==> src/rtl/shift_pkg.sv <==
`default_nettype none
// ============================================================================
// Module      : shift_pkg
// Description : Shared types and encodings for the parametrised shift register.
// Revision    : 1.0 - initial release
// ============================================================================
package shift_pkg;

    typedef enum logic [0:0] {
        IDLE  = 1'b0,
        SHIFT = 1'b1
    } state_t;

    localparam logic DIR_RIGHT    = 1'b0;
    localparam logic DIR_LEFT     = 1'b1;
    localparam logic MODE_LOGICAL = 1'b0;
    localparam logic MODE_ROTATE  = 1'b1;

endpackage : shift_pkg
`default_nettype wire

==> src/rtl/shift_counter.sv <==
`default_nettype none
// ============================================================================
// Module      : shift_counter
// Description : Saturating burst counter with a terminal flag on the last step.
// Revision    : 1.0 - initial release
// ============================================================================
module shift_counter #(
    parameter int MAX = 8,
    parameter int CW  = $clog2(MAX + 1)
) (
    input  logic          clk,
    input  logic          rst,
    input  logic          i_clr,
    input  logic          i_inc,
    output logic [CW-1:0] o_count,
    output logic          o_terminal
);

    logic [CW-1:0] r_count;

    always_ff @(posedge clk or posedge rst) begin
        if (rst) begin
            r_count <= '0;
        end else if (i_clr) begin
            r_count <= '0;
        end else if (i_inc && (r_count != CW'(MAX))) begin
            r_count <= r_count + 1'b1;
        end
    end

    // Terminal marks the increment that brings the count to MAX.
    assign o_terminal = i_inc && (r_count == CW'(MAX - 1));
    assign o_count    = r_count;

endmodule : shift_counter
`default_nettype wire

==> src/rtl/shift_register_param.sv <==
`default_nettype none
// ============================================================================
// Module      : shift_register_param
// Description : Shift register with parallel load, single-step shift and a
//               WIDTH-shift burst, in logical or rotate mode, left or right.
// Revision    : 1.0 - initial release
// ============================================================================
module shift_register_param
    import shift_pkg::*;
#(
    parameter int               WIDTH       = 8,
    parameter logic [WIDTH-1:0] RESET_VALUE = '0
) (
    input  logic                         clk,
    input  logic                         rst,
    input  logic [WIDTH-1:0]             A,
    input  logic                         load,
    input  logic                         enable,
    input  logic                         start,
    input  logic                         dir,
    input  logic                         mode,
    input  logic                         serial_in,
    output logic [WIDTH-1:0]             shift,
    output logic                         serial_out,
    output logic                         busy,
    output logic                         done,
    output logic [$clog2(WIDTH+1)-1:0]   count
);

    localparam int c_CW = $clog2(WIDTH + 1);

    state_t           r_state;
    state_t           w_state_next;
    logic [WIDTH-1:0] r_shift;
    logic [WIDTH-1:0] w_shifted;
    logic             w_fill;
    logic             r_done;
    logic             w_do_load;
    logic             w_do_shift;
    logic             w_clr;
    logic             w_inc;
    logic             w_terminal;
    logic [c_CW-1:0]  w_count;

    shift_counter #(
        .MAX (WIDTH),
        .CW  (c_CW)
    ) u_counter (
        .clk        (clk),
        .rst        (rst),
        .i_clr      (w_clr),
        .i_inc      (w_inc),
        .o_count    (w_count),
        .o_terminal (w_terminal)
    );

    assign serial_out = (dir == DIR_LEFT) ? r_shift[WIDTH-1] : r_shift[0];

    always_comb begin
        w_fill    = (mode == MODE_ROTATE) ? serial_out : serial_in;
        w_shifted = (dir == DIR_LEFT) ? {r_shift[WIDTH-2:0], w_fill}
                                      : {w_fill, r_shift[WIDTH-1:1]};
    end

    always_comb begin
        w_state_next = r_state;
        w_do_load    = 1'b0;
        w_do_shift   = 1'b0;
        w_clr        = 1'b0;
        w_inc        = 1'b0;
        case (r_state)
            IDLE: begin
                // load beats start beats enable; a dropped start is not queued
                if (load) begin
                    w_do_load = 1'b1;
                end else if (start) begin
                    w_clr        = 1'b1;
                    w_state_next = SHIFT;
                end else if (enable) begin
                    w_do_shift = 1'b1;
                end
            end
            SHIFT: begin
                w_do_shift = 1'b1;
                w_inc      = 1'b1;
                if (w_terminal) begin
                    w_state_next = IDLE;
                end
            end
            default: w_state_next = IDLE;
        endcase
    end

    always_ff @(posedge clk or posedge rst) begin
        if (rst) begin
            r_state <= IDLE;
            r_shift <= RESET_VALUE;
            r_done  <= 1'b0;
        end else begin
            r_state <= w_state_next;
            r_done  <= w_terminal;
            if (w_do_load) begin
                r_shift <= A;
            end else if (w_do_shift) begin
                r_shift <= w_shifted;
            end
        end
    end

    assign shift = r_shift;
    assign busy  = (r_state == SHIFT);
    assign done  = r_done;
    assign count = w_count;

endmodule : shift_register_param
`default_nettype wire

==> config.mk <==
export PLATFORM = sky130hd
export DESIGN_NAME = shift_register_param
export DESIGN_NICKNAME = d
export VERILOG_FILES = /design/src/rtl/shift_pkg.sv /design/src/rtl/shift_counter.sv /design/src/rtl/shift_register_param.sv
export SDC_FILE = /design/constraint.sdc
export NUM_CORES = 1
export LEC_CHECK = 0
export CORE_UTILIZATION = 43
export CTS_CLUSTER_SIZE = 12
export DETAILED_ROUTE_END_ITERATION = 10
export PLACE_DENSITY_LB_ADDON = 0.08
export SLEW_MARGIN = 25
export SYNTH_ARGS = -nofsm -noshare
export SYNTH_HDL_FRONTEND = slang
export SYNTH_SLANG_ARGS = --single-unit
==> constraint.sdc <==
create_clock -name clk -period 1.45 [get_ports clk]
set_clock_uncertainty 0.05 [all_clocks]
set_input_delay 0.145 -clock clk [delete_from_list [all_inputs] [get_ports clk]]
set_output_delay 0.145 -clock clk [all_outputs]
set_load 0.05 [all_outputs]
## Yosys cells after proc, flatten, opt, wreduce, memory -nomap -nowiden

Index checks and enable logic that the tools add are counted.

- $add $sub $neg: 1
- Equality and inequality tests: 2
- Mux-type cells: 19
- Bitwise logic cells: 1
- Reductions and logical operators: 4

Operators with widths:

| cell | number |
|---|---|
| two-way mux 8 bit | 3 |
| two-way mux 1 bit | 12 |
| two-way mux 4 bit | 2 |
| adder 4 x 1 -> 4 bit, second input constant | 1 |
| equality test 4 x 3 -> 1 bit, second input constant | 1 |
| != test 4 bit, second input constant | 1 |
| one-hot mux 1 bit (2 select lines) | 2 |
| nonzero test 2 bit | 2 |
| logical AND 1 bit | 2 |
| inverter 1 bit | 1 |

- Register bits after elaboration: 14
- Bits of input ports: 16
- Word-level logic and storage cells: 31

## Longest topological paths before layout

- Depth after elaboration: 6
- Depth in mapped cells: 5

## Hierarchy

From an unflattened synthesis, not the netlist that was laid out.

- Cell total of the unflattened synthesis: 93
- Area, all modules: 885.8 sq um

Modules (own cells, without submodules):

| module | times used | cells an instance | area each (sq um) | seq. area each (sq um) |
|---|---|---|---|---|
| shift_register_param | 1 | 68 | 645.6 | 250.2 |
| shift_counter | 1 | 25 | 240.2 | 100.1 |

## Least setup slack after synthesis

No wires, ideal clock.

- Path type: register to register
- Start point: register u_counter.r_count[0] (netlist: u_counter.o_count[0])
- End point: register u_counter.r_count[2] (netlist: u_counter.o_count[2])
- Setup time: 0.124 ns
- Arrival: 1.506 ns
- Data required time: 1.276 ns
- Setup slack: -0.230 ns
- Cell stages (with the launch flop): 6
- Buffers on the path: 0
- Period minus slack after synthesis: 1.680 ns
- Cell sequence: dfrtp_1 inv_1 ha_1 nand3b_1 a22oi_2 a211o_1

- Longest elaborated chain between the ends: 3
- Elaborated cells on any way between the ends: 6
- Those cells by class: add/sub (1); eq/ne (1); mux (2); reduce/logical (2)

Ends and longest elaborated chain:

| element | line | source |
|---|---|---|
| start: declaration | shift_counter.sv:19 | `logic [CW-1:0] r_count;` |
| start signal: assignment | shift_counter.sv:27 | `r_count <= r_count + 1'b1;` |
| adder 4 x 1 -> 4 bit / != test 4 bit (equally long branches) | shift_counter.sv:27, shift_counter.sv:26 |  |
| two-way mux 4 bit / logical AND 1 bit (equally long branches) | shift_counter.sv:26 | `end else if (i_inc && (r_count != CW'(MAX))) begin` |
| two-way mux 4 bit / nonzero test 2 bit (equally long branches) | n/a |  |

Several ways; a longest one is shown, not always the timed one. The select of a mux whose other input is x is not followed.
A chain may end at the register's enable or synchronous reset.

## Final worst setup path

- Start point: input dir
- End point: output serial_out

- Longest elaborated chain between the ends: 1

Ends and longest elaborated chain:

| element | line | source |
|---|---|---|
| start: declaration | shift_register_param.sv:20 | `input logic dir,` |
| two-way mux 1 bit | shift_register_param.sv:57 | `assign serial_out = (dir == DIR_LEFT) ? r_shift[WIDTH-1] : r_shift[0];` |
| end: declaration | shift_register_param.sv:24 | `output logic serial_out,` |

Every way passes these cells.

==> results.rst <==
.. list-table::
   :header-rows: 1

   * - Metric
     - Value
   * - Area share of the largest cell type after synthesis
     - 40.2%
   * - Worst r2r path cells
     - 5
   * - Critical path buffers and inverters
     - 3
   * - CP Depth
     - 4
   * - Area post-placement
     - roughly 1400 sq um
   * - Count leader, synth
     - sky130_fd_sc_hd__dfrtp_1
   * - Worst Path Class, Setup
     - in2out
   * - Wire length on met2
     - approximately 1100 um
   * - Number of buffers added by the clock tree synthesis step
     - 3
   * - Final clock period utilization by the worst path
     - ~97%
   * - Yosys Warn Count
     - 0
   * - Dominant delay contributor by cell family on the critical path
     - buffers and inverters
   * - Main flop type after synthesis
     - sky130_fd_sc_hd__dfrtp_1
   * - Layout net count
     - ~150
   * - Slew Limit Fails
     - 0
   * - Number of cell rows
     - 15
   * - Die Footprint
     - between 2000 and 2500 sq um
   * - Maximum fanout count along the critical path
     - 2
   * - Detail-routed via count per cell
     - between 5 and 6
   * - Net Count, Synth
     - just over 100
   * - Total number of vias
     - between 800 and 900
   * - Cell with the largest stage delay on the worst path
     - sky130_fd_sc_hd__clkdlybuf4s50_1
   * - Max-cap violation count
     - 0
   * - Placed wire-length estimate after detailed placement
     - 1760 um
   * - Hold-fix buffers at CTS
     - 0
   * - Cell mode on critical path
     - sky130_fd_sc_hd__buf_6
   * - CP Data Arrival Time
     - about 1200 ps
   * - Global-route usage over all layers
     - a little under a quarter
   * - Area of the mapped netlist
     - ~870 sq um
   * - Number of H-tree levels
     - 1
   * - Result of the run
     - finished clean
   * - Post-route minimum period
     - 1410 ps
   * - PwrDens
     - 2460 nW/um^2
   * - Cells after synthesis
     - 83
   * - Clock sinks
     - 14
   * - Worst Max-Slew Pin Slew
     - between 200 and 300 ps
   * - Timing-limited maximum frequency
     - 710 MHz
   * - Crit-path cells
     - clkdlybuf4s50_1 -> buf_6 -> mux2_2 -> buf_6
   * - Drt initial violations
     - 11
   * - Library cell occupying the most area in the post-synthesis netlist
     - sky130_fd_sc_hd__dfrtp_1
   * - Die H
     - about 47 um
   * - Effective utilization at floorplan
     - between 40% and 50%
   * - Number of flops mapped to enable cells by yosys
     - 0
   * - Number of design rule violations left after detail routing
     - 0
   * - Placeable core area
     - roughly 1800 sq um
   * - Routed wirelength normalized by instance count
     - about 14 um
   * - CTS tree
     - built
   * - Number of antenna violations at the first check in global routing
     - 0
   * - CTS Root Buffer Type
     - sky130_fd_sc_hd__clkbuf_4
   * - Fraction of the yosys area taken by sequential cells
     - between 40% and 50%
   * - Top cells by count, synth
     - 14 x sky130_fd_sc_hd__dfrtp_1, 8 x sky130_fd_sc_hd__mux2i_1, 8 x sky130_fd_sc_hd__nand3_1
   * - Sort of element at the start of the critical path
     - input pin
   * - Setup violation total in the final timing report
     - 0
   * - Top area cells in the synthesized netlist
     - sky130_fd_sc_hd__dfrtp_1 40%, sky130_fd_sc_hd__mux2i_1 9.2%, sky130_fd_sc_hd__mux2_1 6.5%, sky130_fd_sc_hd__nand3_1 4.6%, sky130_fd_sc_hd__mux2_2 3.9%
   * - IR drop worst, VDD
     - 2.13 mV
   * - Area growth, synth to finish
     - 69.8%
   * - Post-route cell area
     - ~1500 sq um
   * - Routed length on met3
     - between 90 and 100 um
   * - Kind of end point of the critical path
     - primary output
   * - ANT nets after route
     - 0
   * - Final std cells w/o fill
     - between 150 and 200
   * - Via count of the first global-routing pass
     - about 800
   * - Clock edge transition at the registers on the reported setup and hold paths
     - ~90 ps
   * - CP peak stage delay
     - between 400 and 500 ps
   * - Min-Delay Path Class
     - in2async
   * - Max Buffers Root-to-Sink
     - 2
   * - Layout cells sized above 1
     - 37.0%
   * - Number of iterations in the first detailed-routing pass
     - 4
   * - Gr ovfl total
     - 0
   * - Final Hold Vio Count
     - 0
   * - Highest Signal Layer
     - met4
   * - Chip Width
     - approximately 47 um
   * - Final core utilization
     - about 80%
   * - DRT met1 WL
     - 951 um
   * - Lkg Pwr
     - ~0.00069 uW
   * - Final weighted congestion of routability-driven global placement
     - approximately 0.84
   * - Global-route wire length before repair
     - approximately 3600 um
   * - Number of filler instances in the final layout
     - about 130
   * - Pin count of the biggest net entering global routing
     - 15
   * - Setup repair after global routing missed its margin
     - yes
   * - Number of library cell types mapped by synthesis
     - 28
   * - Worst slew slack as a fraction of its limit
     - about four fifths
   * - Cell count after placement
     - around 150
   * - # diodes
     - 0
   * - Number of primary I/O pins
     - 31
   * - Latest clock arrival within the worst-skew pair
     - ~280 ps
   * - Number of flip-flops and latches in the synthesized netlist
     - 14
   * - Worst Path Required
     - 1250 ps
   * - Synthesized area per cell
     - between 10 and 15 sq um
   * - Port buffer count
     - 30
   * - Total Wirelength
     - 2170 um
   * - Async SR Flop Fraction
     - between 90% and 100%
   * - Worst slack on hold paths
     - around 110 ps
-- what timing repair did --
action	in CTS	in global routing
buffers inserted	1	0
gates resized for setup	2	0
setup endpoints to repair	1	1
-- report_power, final --
group          total (uW)  internal, uW  leakage [uW]  switching, uW
clock network         287           153     0.0000210            135
registers             876           590      0.000164            286
logic                2480          1260      0.000507           1220
total                3640          2000      0.000693           1640
-- tightest hold or removal path: cells and delay by family --
family	cells	cell delay (ps)
buffers and inverters	3	670
-- metal layers --
metal / global-route usage [%] / up-vias
met2: 39.2 / 26
met3: 3.46 / 2
met5: 0 / -
li1: - / 392
met1: 30.5 / 391
met4: 10.9 / 0
-- registers in the layout, summed over array words and instances (netlist names) --
name,cells
done,1
u_counter.o_count,4
busy,1
shift,8
-- final cells by class --
cell class | instances | area [sq um] | area share [%]
timing repair buffer | 44 | 551 | 37.2
multi-input combinational | 61 | 489 | 33.1
sequential | 14 | 357 | 24.1
clock buffer | 4 | 36.3 | 2.45
tap | 25 | 31.3 | 2.12
inverter | 4 | 15.0 | 1.02
-- per-stage QoR --
step | setup WS (ps) | setup TNS [ps] | total power (uW)
after floorplan | -8.93 | -8.93 | 2170
after global placement | -35.0 | -107 | 3300
after detailed placement | -84.0 | -361 | 3370
after CTS | 40.3 | 0 | 3670
after global routing | -3.32 | -3.32 | 3830
final | 42.2 | 0 | 3640
-- worst paths after layout --
check                                startpoint                   end  slack (ps)
min in group clk                           A[6]              shift[6]         440
hold reg to reg            u_counter.o_count[3]  u_counter.o_count[3]         540
max in group asynchronous                   rst  u_counter.o_count[3]        1050
setup / recovery                            dir            serial_out          40
setup reg to reg           u_counter.o_count[1]  u_counter.o_count[1]          50
hold / removal                              rst  u_counter.o_count[2]         110
-- placed cells by master (no fill, tap or decap), drive strengths merged, types with 2 or more instances in the layout --
cell type      count
buf               29
clkdlybuf4s50     15
dfrtp             14
mux2i              8
nand3              8
mux2               8
o21ai              6
nor2               5
clkbuf             4
inv                4
a21oi              3
nand3b             2
nand2              2
nor3b              2
a211o              2
nand2b             2
a22o               2
ha                 2
-- kinds of logic (layout without fill, tap and decap cells) --
family	Yosys count	after routing	share of synthesized area, %
flip-flops	14	14	40.2
adder cells (fa/ha/maj)	2	2	2.87
multiplexers	16	16	19.5
AND/OR/NAND/NOR	24	24	16.2
AO/OA/AOI/OAI	18	18	14.7
buffers and inverters	8	52	5.46
XOR/XNOR	1	1	1.01
(Power assumes the default switching activity.)
